## config.mk

```make
export PLATFORM = sky130hd
export DESIGN_NAME = result_capture
export DESIGN_NICKNAME = d
export VERILOG_FILES = /design/src/rtl/shapool_pkg.sv /design/src/rtl/cycle_timer.sv /design/src/rtl/result_capture.sv
export SDC_FILE = /design/constraint.sdc
export NUM_CORES = 1
export LEC_CHECK = 0
export ABC_AREA = 1
export BUFFER_PORTS_ARGS = -buffer_cell sky130_fd_sc_hd__buf_4
export CELL_PAD_IN_SITES_DETAIL_PLACEMENT = 0
export CELL_PAD_IN_SITES_GLOBAL_PLACEMENT = 1
export CORE_MARGIN = 8
export CORE_UTILIZATION = 44
export DETAILED_ROUTE_END_ITERATION = 6
export GPL_TIMING_DRIVEN = 0
export PLACE_DENSITY_LB_ADDON = 0.1
export SKIP_LAST_GASP = 1
export SLEW_MARGIN = 20
export SYNTH_ARGS = -nofsm -noshare
export SYNTH_HDL_FRONTEND = slang
export SYNTH_SLANG_ARGS = --single-unit
```

## constraint.sdc

```tcl
create_clock -name clk -period 4.23 [get_ports clk]
set_input_delay 0.2115 -clock clk [delete_from_list [all_inputs] [get_ports clk]]
set_output_delay 0.2115 -clock clk [all_outputs]
set_load 0.02 [all_outputs]
```

## src/rtl/shapool_pkg.sv

```systemverilog
// shapool_pkg: shared FSM state encoding and result width for the shapool result path.
package shapool_pkg;

    localparam int RESULT_DATA_WIDTH = 32;

    typedef enum logic [1:0] {
        IDLE      = 2'd0,
        RUN       = 2'd1,
        FOUND     = 2'd2,
        EXHAUSTED = 2'd3
    } state_e;

endpackage

```

## src/rtl/cycle_timer.sv

```systemverilog
// cycle_timer: clearable, enabled 32-bit counter that saturates at all-ones,
// with a terminal-count flag raised when the count equals TERMINAL.
module cycle_timer #(
    parameter logic [31:0] TERMINAL = 32'hFFFF_FFFE
) (
    input  logic        clk,
    input  logic        reset_n,
    input  logic        clear_i,
    input  logic        en_i,
    output logic [31:0] count_o,
    output logic        tc_o
);

    logic [31:0] count_q, count_d;

    always_comb begin
        count_d = count_q;
        if (clear_i)
            count_d = '0;
        else if (en_i && count_q != '1)
            count_d = count_q + 32'd1;
    end

    always_ff @(posedge clk or negedge reset_n) begin
        if (!reset_n)
            count_q <= '0;
        else
            count_q <= count_d;
    end

    assign count_o = count_q;
    assign tc_o    = count_q == TERMINAL;

endmodule

```

## src/rtl/result_capture.sv

```systemverilog
// result_capture: job FSM that captures the first shapool winner/nonce, tracks the nonce
// budget and drives host handshake and status LED. Define STATUS_BLINK_EN for a blinking LED in RUN.
module result_capture
    import shapool_pkg::*;
#(
    parameter int          POOL_SIZE_LOG2 = 1,
    parameter int          NONCE_WIDTH    = 31,
    parameter logic [31:0] TIMEOUT_CYCLES = 32'hFFFF_FFFF,
    parameter int          BLINK_LOG2     = 22
) (
    input  logic                         clk,
    input  logic                         reset_n,
    input  logic                         job_start_in,
    input  logic                         success_in,
    input  logic [NONCE_WIDTH-1:0]       nonce_in,
    input  logic [POOL_SIZE_LOG2-1:0]    winner_in,
    input  logic                         ack_in,
    output logic [RESULT_DATA_WIDTH-1:0] result_out,
    output logic                         result_valid_out,
    output logic                         ready_oe_out,
    output logic                         pool_halt_out,
    output logic                         timeout_out,
    output logic                         status_led_n_out
);

    state_e                       state_q, state_d;
    logic [RESULT_DATA_WIDTH-1:0] result_q, result_d;
    logic                         valid_q, valid_d;
    logic                         ready_q;
    logic                         timeout_q, timeout_d;
    logic [31:0]                  count;
    logic                         timer_tc;

    always_comb begin
        state_d   = state_q;
        result_d  = result_q;
        valid_d   = valid_q;
        timeout_d = timeout_q;
        if (job_start_in) begin
            state_d   = RUN;
            result_d  = '0;
            valid_d   = 1'b0;
            timeout_d = 1'b0;
        end else begin
            case (state_q)
                RUN: begin
                    // success outranks a simultaneous budget expiry
                    if (success_in) begin
                        state_d  = FOUND;
                        result_d = {winner_in, nonce_in};
                        valid_d  = 1'b1;
                    end else if (timer_tc) begin
                        state_d   = EXHAUSTED;
                        timeout_d = 1'b1;
                    end
                end
                FOUND, EXHAUSTED: begin
                    if (ack_in) begin
                        state_d   = IDLE;
                        result_d  = '0;
                        valid_d   = 1'b0;
                        timeout_d = 1'b0;
                    end
                end
                default: ;
            endcase
        end
    end

    always_ff @(posedge clk or negedge reset_n) begin
        if (!reset_n) begin
            state_q   <= IDLE;
            result_q  <= '0;
            valid_q   <= 1'b0;
            ready_q   <= 1'b0;
            timeout_q <= 1'b0;
        end else begin
            state_q   <= state_d;
            result_q  <= result_d;
            valid_q   <= valid_d;
            ready_q   <= state_d == FOUND;
            timeout_q <= timeout_d;
        end
    end

    // counting stops on the edge that leaves RUN, so it never wraps
    cycle_timer #(
        .TERMINAL(TIMEOUT_CYCLES - 32'd1)
    ) u_timer (
        .clk     (clk),
        .reset_n (reset_n),
        .clear_i (job_start_in),
        .en_i    (state_q == RUN && state_d == RUN),
        .count_o (count),
        .tc_o    (timer_tc)
    );

    assign result_out       = result_q;
    assign result_valid_out = valid_q;
    assign ready_oe_out     = ready_q;
    assign timeout_out      = timeout_q;
    assign pool_halt_out    = state_q != RUN;

`ifdef STATUS_BLINK_EN
    logic [BLINK_LOG2-1:0] blink_q, blink_d;
    logic                  blink_led_q, blink_led_d;

    always_comb begin
        blink_d     = '0;
        blink_led_d = 1'b1;
        if (state_q == RUN) begin
            blink_d     = blink_q + 1'b1;
            blink_led_d = &blink_q ? ~blink_led_q : blink_led_q;
        end
    end

    always_ff @(posedge clk or negedge reset_n) begin
        if (!reset_n) begin
            blink_q     <= '0;
            blink_led_q <= 1'b1;
        end else begin
            blink_q     <= blink_d;
            blink_led_q <= blink_led_d;
        end
    end

    assign status_led_n_out = state_q == FOUND ? 1'b0 : state_q == RUN ? blink_led_q : 1'b1;
`else
    logic unused_blink;
    assign unused_blink     = ^BLINK_LOG2;
    assign status_led_n_out = state_q != FOUND;
`endif

    logic unused_count;
    assign unused_count = ^count;

endmodule

```

# [Yosys cells after proc, flatten, opt, wreduce, memory -nomap -nowiden]
# Index checks and enable logic that the tools add are counted.
[word_totals] ff_bits=69 input_bits=37 out_inout_bits=37 elab_cells=46
[op_classes] n_addsub=1 n_eq_ne=13 n_mux=19 reduce_logical=7
[op_table] op="$mux 32" count=5
[op_table] op="$pmux 32 s2" count=1
[op_table] op="$add 32x1->32 const B" count=1
[op_table] op="$eq 32x32->1 const B" count=1
[op_table] op="$ne 32x32->1 const B" count=1
[op_table] op="$ne 3x3->1 const B" count=4
[op_table] op="$mux 2" count=4
[op_table] op="$eq 2x2->1 const B" count=3
[op_table] op="$mux 1" count=6
[op_table] op="$eq 2x1->1 const B" count=2
[op_table] op="$pmux 1 s2" count=2
[op_table] op="$pmux 2 s2" count=1
[op_table] op="$reduce_and 4->1" count=1
[op_table] op="$reduce_and 3->1" count=1
[op_table] op="$reduce_bool 3->1" count=1
[op_table] op="$logic_and 1x1->1" count=2
[op_table] op="$ne 2x1->1 const B" count=1
[op_table] op="$ne 2x2->1 const B" count=1
[op_table] op="$reduce_bool 2->1" count=1
[op_table] op="$reduce_or 2->1" count=1

# [Longest topological paths before layout]
[depth] word_depth=10 depth_mapped=14 depth_no_buf=13

# [Hierarchy]
# From an unflattened synthesis, not the netlist that was laid out.
[hier_totals] hier_cells=529 hier_area_um2=3808.7
[by_module_without_submodules] mod="cycle_timer" instances=1 cells_each=352 area_each_um2=2258.4 seq_area_each_um2=800.8
[by_module_without_submodules] mod="result_capture" instances=1 cells_each=177 area_each_um2=1550.2 seq_area_each_um2=925.9

# [Worst setup path before layout]
# OpenSTA, ideal clock, no wires.
[synth_path] kind="flip-flop to flip-flop" start="register u_timer.count_q[0] (netlist: u_timer.count_o[0])" end="register u_timer.count_q[26] (netlist: u_timer.count_o[26])" t_arrival_ps=1541 required_ps=4165 path_slack_ps=2624 stages_incl_launch_ff=15 n_path_buf=1 synth_period_minus_slack_ps=1606 cell_sequence="dfrtp_1 -> inv_1 -> ha_1 -> inv_1 -> nor2_1 -> nand2_1 -> nor2_1 -> nand2_2 -> nand2_2 -> nand2_2 -> nand3_2 -> nor2_2 -> buf_6 -> nand3_2 -> nand2_1"
[synth_between] elab_chain_cells=9 word_cells_on_any_way=13
[synth_rtl] element="start, declared" line="cycle_timer.sv:14" source="logic [31:0] count_q, count_d;"
[synth_rtl] element="start signal, assigned" line="cycle_timer.sv:28" source="count_q <= count_d;"
[synth_rtl] element="$eq 32x32->1" line="cycle_timer.sv:32" source="assign tc_o = count_q == TERMINAL;"
[synth_rtl] element="$mux 2" line="result_capture.sv:52" source="end else if (timer_tc) begin"
[synth_rtl] element="$mux 2" line="result_capture.sv:48" source="if (success_in) begin"
[synth_rtl] element="$pmux 2 s2" line="result_capture.sv:45" source="case (state_q)"
[synth_rtl] element="$mux 2" line="result_capture.sv:39" source="if (job_start_in) begin"
[synth_rtl] element="$eq 2x1->1" line="result_capture.sv:93" source=".en_i (state_q == RUN && state_d == RUN),"
[synth_rtl] element="$logic_and 1x1->1" line="result_capture.sv:93"
[synth_rtl] element="$logic_and 1x1->1" line="cycle_timer.sv:20" source="else if (en_i && count_q != '1)"
[synth_rtl] element="$reduce_bool 2->1 (no source line)"
# Several ways; a longest one is shown, not always the timed one. The select of a mux whose other input is x is not followed.
# A chain may end at the register's enable or synchronous reset.

# [Worst setup path in the final report]
[layout_path] start="register u_timer.count_q[0] (netlist: u_timer.count_o[0])" end="register u_timer.count_q[21] (netlist: u_timer.count_o[21])"
# Same word-level chain as after synthesis.

==> results by group <==
Run status
  – Status: complete, but fails checks
  – Failing checks: hold timing

Synth
  – Synth Register Bits: 69
  – Seq/Total Area, Yosys: 41.6%
  – Synth Instances: 530
  – EDFF count, synth: 0
  – Top FF cell, synth: dfrtp_1
  – Yosys warns: 0
  – Synth cell types: 29
  – Synthesized area: 0.00415 mm2
  – Async SR Flop Fraction: 100%
  – Syn_nets: roughly 570
  – Mean post-synth cell area: 7.82 um2

Final layout
  – Area grow syn2layout: 21.6%
  – N_diodes: 0
  – Layout cell share with drive strength beyond 1: 25.0%
  – Finished layout cell area: 0.00504 mm2
  – Most frequent cells in the layout: inv_1 (119), nand2_1 (104), buf_4 (73)
  – Most common cell after layout, fill and taps aside: inv_1
  – Final layout net count: 653
  – Post-Route Utilization: a little over half

Worst setup path
  – CP max-delay cell: dfrtp_1
  – Critical Path RT: 4.50 ns
  – Critical path startpoint category: flip-flop
  – CP Cell Sequence: inv_1 > ha_1 > inv_1 > nor2_1 > nand2_1 > nor2_1 > nand2_2 > nand2_2 > nand2_2 > nand3_2 > nor2_2 > buf_6 > nand3_2 > nand2_1
  – Worst-path fanout max: 10
  – CP most frequent cell: nand2_2
  – R2R Setup Slk: around 2.2 ns
  – Worst setup EP type: flip-flop
  – Slowest stage delay, CP: 0.50 ns
  – WS Path Type: reg2reg
  – CP Data Arrival Time: about 2.3 ns

Placement
  – Placer congestion estimate: 0.880
  – Dpl hpwl: 8120 um
  – Port bufs: 73
  – Area after DPL: 0.00483 mm2

STA
  – Share of the cycle needed by the critical path after routing: 47.9%
  – Final setup fails: 0
  – Achievable frequency: about 490 MHz
  – Final Skew: about 0.018 ns
  – Worst hold margin: -0.0126 ns
  – Relative slew margins: 41.3%
  – Slew Viols, Final: 0
  – Post-layout min period: 2.03 ns
  – Setup TNS: 0 ns
  – Worst-margin pin slew: around 0.88 ns
  – Final Hold Viols: 5
  – RSZ-0062 raised after global routing: false

Route
  – Number of remaining DRC errors: 0
  – Initial DRC count: 170
  – Vias per cell: 4.81
  – Pre-antenna DRT Iters: 4
  – Final WL: 10500 um
  – Drt wl/cell: 14.4 um
  – Routed Antenna Nets: 0
  – Total number of vias: 3509

Clock network
  – H-tree depth: 3
  – Clk_lat worst skew: 0.34 ns
  – Root cell of the clock tree: clkbuf_8
  – CTS tree: done
  – CTS max path bufs: 2
  – Hold Buf Count CTS: 0
  – Post-CTS setup buffer count: 0
  – TritonCTS buffer count: 9
  – Reg clk slew, reported paths: ~0.090 ns
  – Post-cts sizing count: 0
  – Clk sinks: 69

Floorplan
  – Initial Util: 45.1%
  – FP Rows: 35
  – Placeable core region: approximately 0.0092 mm2
  – Die H: 113 um
  – Total Die Area: between 0.01 and 0.015 mm2
  – I/O pins: 74
  – Die W: ~110 um

Pwr
  – Pwr Total: 1540 uW
  – Pwr/cell area: 306 mW/mm2
  – Clk pwr share: 37.4%
  – Internal power: approximately 1100 uW
  – Logic pwr share: 17.1%
  – Worst VDD drop: 0.200 mV
  – Static Leak: 0.00263 uW
  – Net switching power: 443 uW
  – Sw frac: 28.7%
  – Sequential power share: 45.6%

GRT
  – Initial antenna violation count: 0
  – First-pass GRT wire length: ~18000 um
  – Vias in the first global route: 3608
  – Largest net degree at the start of global routing: 70
  – GRT Overall Usage: 17.5%
  – Congestion Overflow GR: 0

Hold path
  – Hold Crit Class: in2async

Flow run
  – Max cap viols: 0
## area by class of cell
cell class	count	area, um2
Buffer	19	139
Clock buffer	12	155
Clock inverter	4	55.1
Fill cell	891	4150
Inverter	122	458
Multi-Input combinational cell	320	1820
Sequential cell	69	1730
Tap cell	111	139
Timing Repair Buffer	73	548
## worst paths after layout
path	to	startpoint	cells after the start
setup / recovery	u_timer.count_o[21]$_DFFE_PN0P_	u_timer.count_o[0]$_DFFE_PN0P_	14
hold / removal	u_timer.count_o[10]$_DFFE_PN0P_	reset_n	1
setup reg to reg	u_timer.count_o[21]$_DFFE_PN0P_	u_timer.count_o[0]$_DFFE_PN0P_	14
hold reg to reg	timeout_out$_DFFE_PN0P_	timeout_out$_DFFE_PN0P_	2
max in group asynchronous	u_timer.count_o[31]$_DFFE_PN0P_	reset_n	1
min in group clk	result_out[7]$_DFFE_PN0P_	nonce_in[7]	3
## worst max-delay path, delay by kind of cell (launching register included)
family | cells | cell delay (ns)
buffers and inverters | 3 | 0.42
flip-flops | 1 | 0.50
AND/OR/NAND/NOR | 10 | 0.85
adder cells (fa/ha/maj) | 1 | 0.21
## stage by stage
stage / worst slack [ns] / std cells / hold slack, ns
2_1_floorplan: 2.62 / 530 / -0.0841
3_3_place_gp: 2.19 / 714 / 0.400
3_5_place_dp: 2.18 / 714 / 0.405
4_1_cts: 2.16 / 730 / 0.0202
5_1_grt: 2.01 / 730 / 0.0647
6_report: 2.20 / 730 / -0.0126
## logic make-up after synthesis
| kind of cell | synth area share [%] |
|---|---|
| xor+xnor | 4.65 |
| fa+ha+maj | 0.603 |
| buf+inv | 14.4 |
| compound gates | 6.43 |
| simple gates | 32.3 |
| flops | 41.6 |
## registers in the layout, summed over array words and instances, names as in the netlist
| signal | cells |
|---|---|
| u_timer.count_o | 32 |
| ready_oe_out | 1 |
| timeout_out | 1 |
| result_out | 32 |
| result_valid_out | 1 |
| state_q | 2 |
## power by group through the flow
stage / Sequential (uW) / Clock (uW) / Combinational [uW]
2_1_floorplan: 741 / 0 / 125
3_3_place_gp: 714 / 0 / 266
3_5_place_dp: 715 / 0 / 269
4_1_cts: 703 / 599 / 268
5_1_grt: 706 / 617 / 290
6_report: 702 / 576 / 263
## synthesized netlist by cell type, drive strengths merged (7+ instances only)
cell,count,area [um2]
buf,15,124
nand3,76,548
nor2,46,215
xnor2,7,61.3
nor3,12,60.1
dfrtp,69,1730
nand4,7,73.8
inv,120,450
xor2,15,131
o22ai,32,200
nand2,111,434
## metal layers
layer,track usage [%],vias to the layer above,wire [um]
li1,-,1817,-
met1,21.5,1613,4720
met2,28.7,77,5010
met3,6.23,2,753
met4,4.00,0,51
met5,0,-,0
Note: power is estimated with default switching activity, not from simulation.
